### src/rtl/pc_call_stack.sv
// pc_call_stack: program counter with return-address stack, skip, jump, call/return.
// Optional PC-relative BRANCH on opcode 110 when PC_REL_BRANCH_EN is defined.
module pc_call_stack #(
    parameter int              ADDR_W       = 5,
    parameter int              STACK_DEPTH  = 4,
    parameter logic [ADDR_W-1:0] RESET_VECTOR = '0
) (
    input  logic                               clock,
    input  logic                               reset,
    input  logic                               en_cpu_in,
    input  logic                               load_in,
    input  logic [2:0]                         pc_op,
    input  logic [ADDR_W-1:0]                  addr,
    input  logic                               skz_cmp,
    input  logic                               clr_err,
    output logic [ADDR_W-1:0]                  program_counter,
    output logic [ADDR_W-1:0]                  ret_addr,
    output logic [$clog2(STACK_DEPTH+1)-1:0]   stack_ptr,
    output logic                               stack_empty,
    output logic                               stack_full,
    output logic                               overflow,
    output logic                               underflow
);
    localparam int SP_W  = $clog2(STACK_DEPTH + 1);
    localparam int IDX_W = $clog2(STACK_DEPTH);
    localparam logic [2:0] OP_HOLD   = 3'b000;
    localparam logic [2:0] OP_SKIP   = 3'b010;
    localparam logic [2:0] OP_JUMP   = 3'b011;
    localparam logic [2:0] OP_CALL   = 3'b100;
    localparam logic [2:0] OP_RET    = 3'b101;
`ifdef PC_REL_BRANCH_EN
    localparam logic [2:0] OP_BRANCH = 3'b110;
`endif

    logic [ADDR_W-1:0] entries [STACK_DEPTH];
    logic [ADDR_W-1:0] pc_inc;
    logic [ADDR_W-1:0] next_pc;
    logic [IDX_W-1:0]  wr_idx;
    logic [IDX_W-1:0]  top_idx;
    logic              push;
    logic              pop;
    logic              ovf_set;
    logic              unf_set;

    assign pc_inc      = program_counter + 1'b1;
    assign wr_idx      = IDX_W'(stack_ptr);
    assign top_idx     = IDX_W'(stack_ptr - 1'b1);
    assign stack_empty = stack_ptr == '0;
    assign stack_full  = stack_ptr == SP_W'(STACK_DEPTH);
    assign ret_addr    = stack_empty ? '0 : entries[top_idx];

    // Opcodes 001, 111 and (without the branch feature) 110 all fall to INC.
    always_comb begin
        next_pc = program_counter;
        push    = 1'b0;
        pop     = 1'b0;
        ovf_set = 1'b0;
        unf_set = 1'b0;
        if (en_cpu_in && load_in) begin
            case (pc_op)
                OP_HOLD: next_pc = program_counter;
                OP_SKIP: next_pc = skz_cmp ? program_counter + ADDR_W'(2) : pc_inc;
                OP_JUMP: next_pc = addr;
                OP_CALL: begin
                    next_pc = addr;
                    push    = !stack_full;
                    ovf_set = stack_full;
                end
                OP_RET: begin
                    next_pc = stack_empty ? pc_inc : ret_addr;
                    pop     = !stack_empty;
                    unf_set = stack_empty;
                end
`ifdef PC_REL_BRANCH_EN
                // Same-width add is the sign-extended offset taken modulo 2^ADDR_W.
                OP_BRANCH: next_pc = program_counter + addr;
`endif
                default: next_pc = pc_inc;
            endcase
        end
    end

    always_ff @(posedge clock or posedge reset) begin
        if (reset) begin
            program_counter <= RESET_VECTOR;
            stack_ptr       <= '0;
            overflow        <= 1'b0;
            underflow       <= 1'b0;
        end else begin
            program_counter <= next_pc;
            stack_ptr       <= stack_ptr + SP_W'(push) - SP_W'(pop);
            overflow        <= ovf_set | (overflow & ~clr_err);
            underflow       <= unf_set | (underflow & ~clr_err);
        end
    end

    // Contents are never cleared; they are only visible below stack_ptr.
    always_ff @(posedge clock) begin
        if (push && !reset)
            entries[wr_idx] <= pc_inc;
    end
endmodule

### config.mk
export PLATFORM = sky130hd
export DESIGN_NAME = pc_call_stack
export DESIGN_NICKNAME = d
export VERILOG_FILES = /design/src/rtl/pc_call_stack.sv
export SDC_FILE = /design/constraint.sdc
export NUM_CORES = 1
export LEC_CHECK = 0
export CORE_UTILIZATION = 52
export CTS_CLUSTER_DIAMETER = 40
export CTS_CLUSTER_SIZE = 12
export DETAILED_ROUTE_END_ITERATION = 7
export PLACE_DENSITY = 0.91
export SLEW_MARGIN = 20
export SYNTH_ARGS = -nofsm -noshare
export SYNTH_HDL_FRONTEND = slang
export SYNTH_SLANG_ARGS = --single-unit
### constraint.sdc
create_clock -name clock -period 2.5 [get_ports clock]
set_input_delay 0.5 -clock clock [delete_from_list [all_inputs] [get_ports clock]]
set_output_delay 0.5 -clock clock [all_outputs]
set_load 0.005 [all_outputs]
==> out/metrics.csv, run 1 <==
metric,value,unit
outcome,"finished, final reports clean",
per_instance_average_area_after_synthesis,11.6,µm²
critical_path_required,2.00,ns
avgViaCountPerCell,5.77,
area.growth.synth_to_final,33.1,%
path_delay_family,buffers and inverters,
worst-path-max-fanout,4,
h-tree-depth,2,
io_pins,31,
min-delay-path-class,in -> async,
hpwlAfterDp,3050,µm
synth_area_leader_cell,edfxtp_1,
preCtsSetupSlack,-0.266,ns
clock-sinks,30,
post_drt_wl_per_cell,17.6,µm
chipWidth,60.0,µm
postLayoutSetupSlackWorst,0.0596,ns
yosysMostFrequentCell,edfxtp_1,
globalRouteOverflowTotal,0,
synth_cell_types,39,
antenna_found_initial,0,
initial_core_util,0.560,
worst_skew_pair_later_pin_latency,0.34,ns
period_share,0.976,
netlist_instances,151,
pin_count_of_the_biggest_net_entering_global_routing,13,
clk_transition_reported_paths,0.10,ns
clock_tree_from_tritoncts,built,
critical-path-max-stage-delay,0.51,ns
max_freq,410,MHz
total_count_of_hold_check_failures_in_the_final_report,0,
standby_leakage_power,0.950,nW
clock_root_buffer,clkbuf_4,
post_route_cells_drive_above_1_share,0.208,
startpoint_type,flop,
vdd_ir_drop_max,0.823,mV
crit_cells,5,
nNetsFinal,229,
yosys.area.top_type_share,0.343,
cpMaxStageDelayCell,mux4_2,
place.port_buffers,30,
antennaDiodeCount,0,
post_cts_hold_buffer_count,0,
critPathCaptureType,output port,
worst_r2r_path_depth,11,
synth_seq_cells,30,
power_density,1060,nW/µm²
max_cap_viol_count,0,
synth-edff-count,20,
timing.max_slew.rel_slack,0.713,
transition_time_of_the_tightest_slew_check_pin,0.427,ns
cts_buffers,5,
worst-setup-path-type,reg -> out,
ys_warn_count,0,
final-max-slew-violation-count,0,
synthTopCellsByArea,"edfxtp_1, dfrtp_1, ha_1",
drc_errors,0,
detail-route-antenna-nets,0,
yosys-top-cells-count,"edfxtp_1, inv_1, nor2_1",
gr-usage-all-layers,0.269,
core_region_area,3130,µm²
die-area,3600,µm²
gp_congestion,0.906,
layout.filler_cells,204,
asyncSetResetFlopFracSynth,0.333,
seq_area_frac_synth,0.486,
rsz0062_at_grt,false,
cp.arrival,1.94,ns
cell_breakdown_of_the_critical_path,"buf_6, buf_4, mux4_2, and2_4, dlygate4sd2_1",
chipHeight,60.0,µm
final_util,0.745,
postSynth.topFlopCell,edfxtp_1,
vias_in_the_first_global_route,1428,
clock_skew,0.0142,ns
grt_pass1_wl,6890,µm
synth.cell_area,1750,µm²
drt_total_wl,4410,µm
layout_min_cycle_time,2.44,ns
clk_path_buf_depth,2,
synth.net_count,174,
rows,20,
drt_iter0_drc,171,
critPathBufInv,3,
drt_first_pass_iters,4,
vias,1448,
final-setup-viol-count,0,
-- what timing repair did --
action,CTS,global route
pin swaps,1,1
hold endpoints to repair,0,0
gates resized for setup,12,4
endpoints found under the setup margin,5,4
buffers inserted,11,2
-- worst register-to-register path, delay by kind of cell, from the launching register on --
family	cells	cell delay, ns
adders and majority gates	4	0.98
and+or+nand+nor	2	0.13
buffers and inverters	3	0.25
DFF	1	0.42
xor gates and xnor gates	2	0.30
-- metal layers --
| layer | track usage | wire, µm |
|---|---|---|
| met1 | 0.344 | 1790 |
| met2 | 0.448 | 2250 |
| met3 | 0.0584 | 286 |
| met4 | 0.103 | 80 |
| met5 | 0 | 0 |
-- state kept, by name, summed over array words and instances, names as in the netlist --
name	cells
entries	20
underflow	1
program_counter	5
stack_ptr	3
overflow	1
-- worst paths after layout --
kind	slack, ns	start	endpoint
hold reg to reg	0.57	overflow	overflow
setup / recovery	0.06	stack_ptr[0]	ret_addr[0]
min in group clock	0.57	overflow	overflow
setup reg to reg	0.31	stack_ptr[0]	stack_ptr[2]
hold / removal	0.48	reset	program_counter[1]
max in group asynchronous	1.73	reset	overflow
-- area by class of cell --
| class | count | area [µm²] | share of cell area |
|---|---|---|---|
| Clock buffer | 6 | 41.3 | 0.0177 |
| Tap cell | 44 | 55.1 | 0.0236 |
| Inverter | 14 | 52.6 | 0.0226 |
| Multi-Input combinational cell | 102 | 822 | 0.353 |
| Sequential cell | 30 | 851 | 0.365 |
| Timing Repair Buffer | 53 | 474 | 0.204 |
| Clock inverter | 2 | 33.8 | 0.0145 |
-- cells in the final DEF, fill, tap and decap left out, types with 2 or more instances in the layout --
master / instances
a221oi_1: 3
and4b_1: 2
o22ai_1: 3
a31oi_1: 3
ha_1: 7
inv_1: 12
edfxtp_1: 20
nand4_1: 2
nand2_1: 8
nand2b_1: 10
and2_4: 2
and2_1: 7
clkbuf_4: 5
buf_4: 22
a221o_1: 3
inv_2: 2
a21oi_1: 8
xnor2_1: 4
clkdlybuf4s50_1: 25
o21ai_0: 2
dfrtp_1: 10
nor2_1: 12
and3b_1: 2
mux4_2: 5
nand3b_1: 2
dlygate4sd2_1: 4
-- per-stage QoR --
step	total power [mW]	cell area [µm²]	std cells	hold slack, ns	setup TNS (ns)
finish	2.47	2330	251	0.480	0
global route	2.60	2330	251	0.507	0
CTS	2.38	2300	249	0.489	0
detailed placement	1.82	2140	230	0.533	-0.329
global placement	1.77	2140	230	0.522	-0.147
floorplan	1.34	1750	151	0.340	0
-- cell families (layout without fill, tap and decap cells) --
logic type / Yosys count / after routing / share of synthesized area
adders and majority gates: 9 / 9 / 0.0686
buffers and inverters: 19 / 75 / 0.0550
and+or+nand+nor: 53 / 53 / 0.175
xor gates and xnor gates: 6 / 6 / 0.0300
AOI/OAI and AO/OA: 29 / 29 / 0.117
DFF: 30 / 30 / 0.486
muxes: 5 / 5 / 0.0686
-- where the power goes --
part	switching [mW]	internal [mW]
Clock	0.162	0.208
Sequential	0.111	0.652
Combinational	0.556	0.784
Total	0.830	1.64
Power figures use the tool's default switching activity.
==> run 2, diff against run 1 <==
--- a/config.mk
+++ b/config.mk
@@ -5,6 +5,7 @@
 export SDC_FILE = /design/constraint.sdc
 export NUM_CORES = 1
 export LEC_CHECK = 0
+export CORE_ASPECT_RATIO = 1.75
 export CORE_UTILIZATION = 52
 export CTS_CLUSTER_DIAMETER = 40
 export CTS_CLUSTER_SIZE = 12
==> constraint.sdc (replaced) <==
create_clock -name clock -period 2.5 [get_ports clock]
set_input_delay 0.75 -clock clock [delete_from_list [all_inputs] [get_ports clock]]
set_output_delay 0.75 -clock clock [all_outputs]
set_load 0.005 [all_outputs]
==> out/metrics.csv, run 2 (same netlist as run 1, synthesis figures left out) <==
metric,value,unit
outcome,"complete, but fails checks",
failed_checks,setup timing,
layout_min_cycle_time,2.53,ns
chipWidth,45.9,µm
period_share,1.01,
drt_iter0_drc,61,
critPathMostFrequentCell,buf_6,
path_delay_family,flip-flops,
worst_r2r_path_depth,11,
hpwlAfterDp,3440,µm
h-tree-depth,2,
final-setup-viol-count,2,
avgViaCountPerCell,6.06,
die-area,3610,µm²
vdd_ir_drop_max,1.02,mV
hold_depth,2,
finalNonFillerCells,257,
clock_skew,0.00647,ns
chipHeight,78.8,µm
post_drt_wl_per_cell,21.6,µm
cell_breakdown_of_the_critical_path,"inv_2, ha_4, buf_6, mux4_2, and2_4, buf_6",
net-switching-power,0.954,mW
power_frac_seq,0.274,
grt_pass1_wl,7950,µm
max_cap_viol_count,0,
internal_power_contribution,1.87,mW
critical_path_required,1.75,ns
critical-path-max-stage-delay,0.40,ns
min-delay-path-class,reg -> reg,
worst_hold_startpoint,overflow,
vias_in_the_first_global_route,1591,
clk_path_buf_depth,2,
clock_tree_from_tritoncts,built,
final-max-slew-violation-count,0,
rrSetupSlack,0.27,ns
largestRegisters,"entries x20, program_counter x5, stack_ptr x3",
worst_skew_pair_later_pin_latency,0.29,ns
leading_cell_type_in_the_layout_fill_and_taps_excluded,buf_4,
globalRouteOverflowTotal,0,
place.port_buffers,30,
post_cts_hold_buffer_count,0,
detail-route-antenna-nets,0,
worst-path-max-fanout,4,
drt_first_pass_iters,4,
core_region_area,3180,µm²
finalInstanceArea,2450,µm²
transition_time_of_the_tightest_slew_check_pin,0.446,ns
preCtsSetupSlack,-0.500,ns
rows,27,
most-common-layout-cells,"buf_4, edfxtp_1, clkdlybuf4s50_1",
io_pins,31,
clock-sinks,30,
drt_total_wl,5540,µm
area.growth.synth_to_final,39.8,%
critPathBufInv,3,
sw_frac_of_total,0.338,
whs_endpoint,overflow,
post_dp_cell_area,2190,µm²
clkPwrFrac,0.173,
largest_register_ff_count,20,
startpoint_type,flop,
power_density,1150,nW/µm²
cp.arrival,1.78,ns
postLayoutSetupSlackWorst,-0.0322,ns
standby_leakage_power,1.01,nW
clock_root_buffer,clkbuf_8,
vias,1558,
cts_buffers,5,
post_route_cells_drive_above_1_share,0.296,
pin_count_of_the_biggest_net_entering_global_routing,13,
critPathCaptureType,output port,
crit-reg2reg-launch,stack_ptr[0],
max_freq,395,MHz
nNetsFinal,235,
cpMaxStageDelayCell,dfrtp_1,
total_count_of_hold_check_failures_in_the_final_report,0,
clk_transition_reported_paths,0.07,ns
rsz0062_at_grt,true,
gr-usage-all-layers,0.322,
drc_errors,0,
gp_congestion,0.948,
timing.max_slew.rel_slack,0.701,
antenna_found_initial,1,
largest-register,entries,
worst_r2r_endpoint,stack_ptr[2],
post-place-cells,235,
initial_core_util,0.551,
comb_power_share,0.553,
worst-setup-path-type,reg -> out,
run 2: cell count changes in the layout (fill, tap and decap cells not counted), moves of 3 or more:
cell / previous run / this run
clkbuf_8: 0 / 5
clkbuf_4: 5 / 0
clkdlybuf4s50_1: 25 / 20
buf_6: 1 / 7
buf_4: 22 / 25
run 2: power by group through the flow:
stage	Clock, mW	Combinational (mW)	Sequential [mW]
finish	0.488	1.56	0.774
global route	0.507	1.64	0.781
CTS	0.483	1.41	0.765
detailed placement	0	1.14	0.769
global placement	0	1.09	0.757
floorplan	0	0.604	0.739
run 2: cell type report:
| type | count | area (µm²) |
|---|---|---|
| multi-input cells | 102 | 852 |
| flip-flops and latches | 30 | 851 |
| fillers | 207 | 728 |
| repair buffers | 59 | 522 |
| clock buffers | 5 | 68.8 |
| well taps | 43 | 53.8 |
| inverters | 14 | 52.6 |
| clock inverters | 3 | 45.0 |
| diodes | 1 | 2.50 |
run 2: through the flow:
stage / setup TNS, ns / hold WS, ns / util / power, mW
floorplan: 0 / 0.511 / - / 1.34
global placement: -1.00 / 0.523 / 0.689 / 1.84
detailed placement: -2.69 / 0.532 / 0.689 / 1.91
CTS: -0.00218 / 0.563 / 0.757 / 2.66
global route: -0.195 / 0.588 / 0.771 / 2.93
finish: -0.0452 / 0.585 / 0.771 / 2.82
run 2: worst max-delay path by stage:
stage,startpoint,to,cells after the start
floorplan,pc_op[0],stack_ptr[2],10
global placement,pc_op[1],stack_ptr[2],10
detailed placement,pc_op[1],stack_ptr[2],10
CTS,stack_ptr[0],ret_addr[3],6
global route,stack_ptr[0],ret_addr[3],6
finish,stack_ptr[0],ret_addr[3],6
run 2: tightest hold or removal path, stage by stage, from the launching register on:
cell and delay (ns):
dfrtp_1 0.39, inv_1 0.06, o22ai_1 0.09
run 2: per-layer routing:
metal	global-route usage	up-vias	wire, µm
met2	0.583	87	3250
li1	-	678	-
met1	0.317	767	1750
met5	0	-	0
met4	0.176	0	279
met3	0.0614	26	271
run 2: timing repair:
item,in CTS,in global routing
resized for setup,42,7
pin swaps,7,7
setup endpoints to repair,9,8
cloned,0,0
buffers inserted,9,4
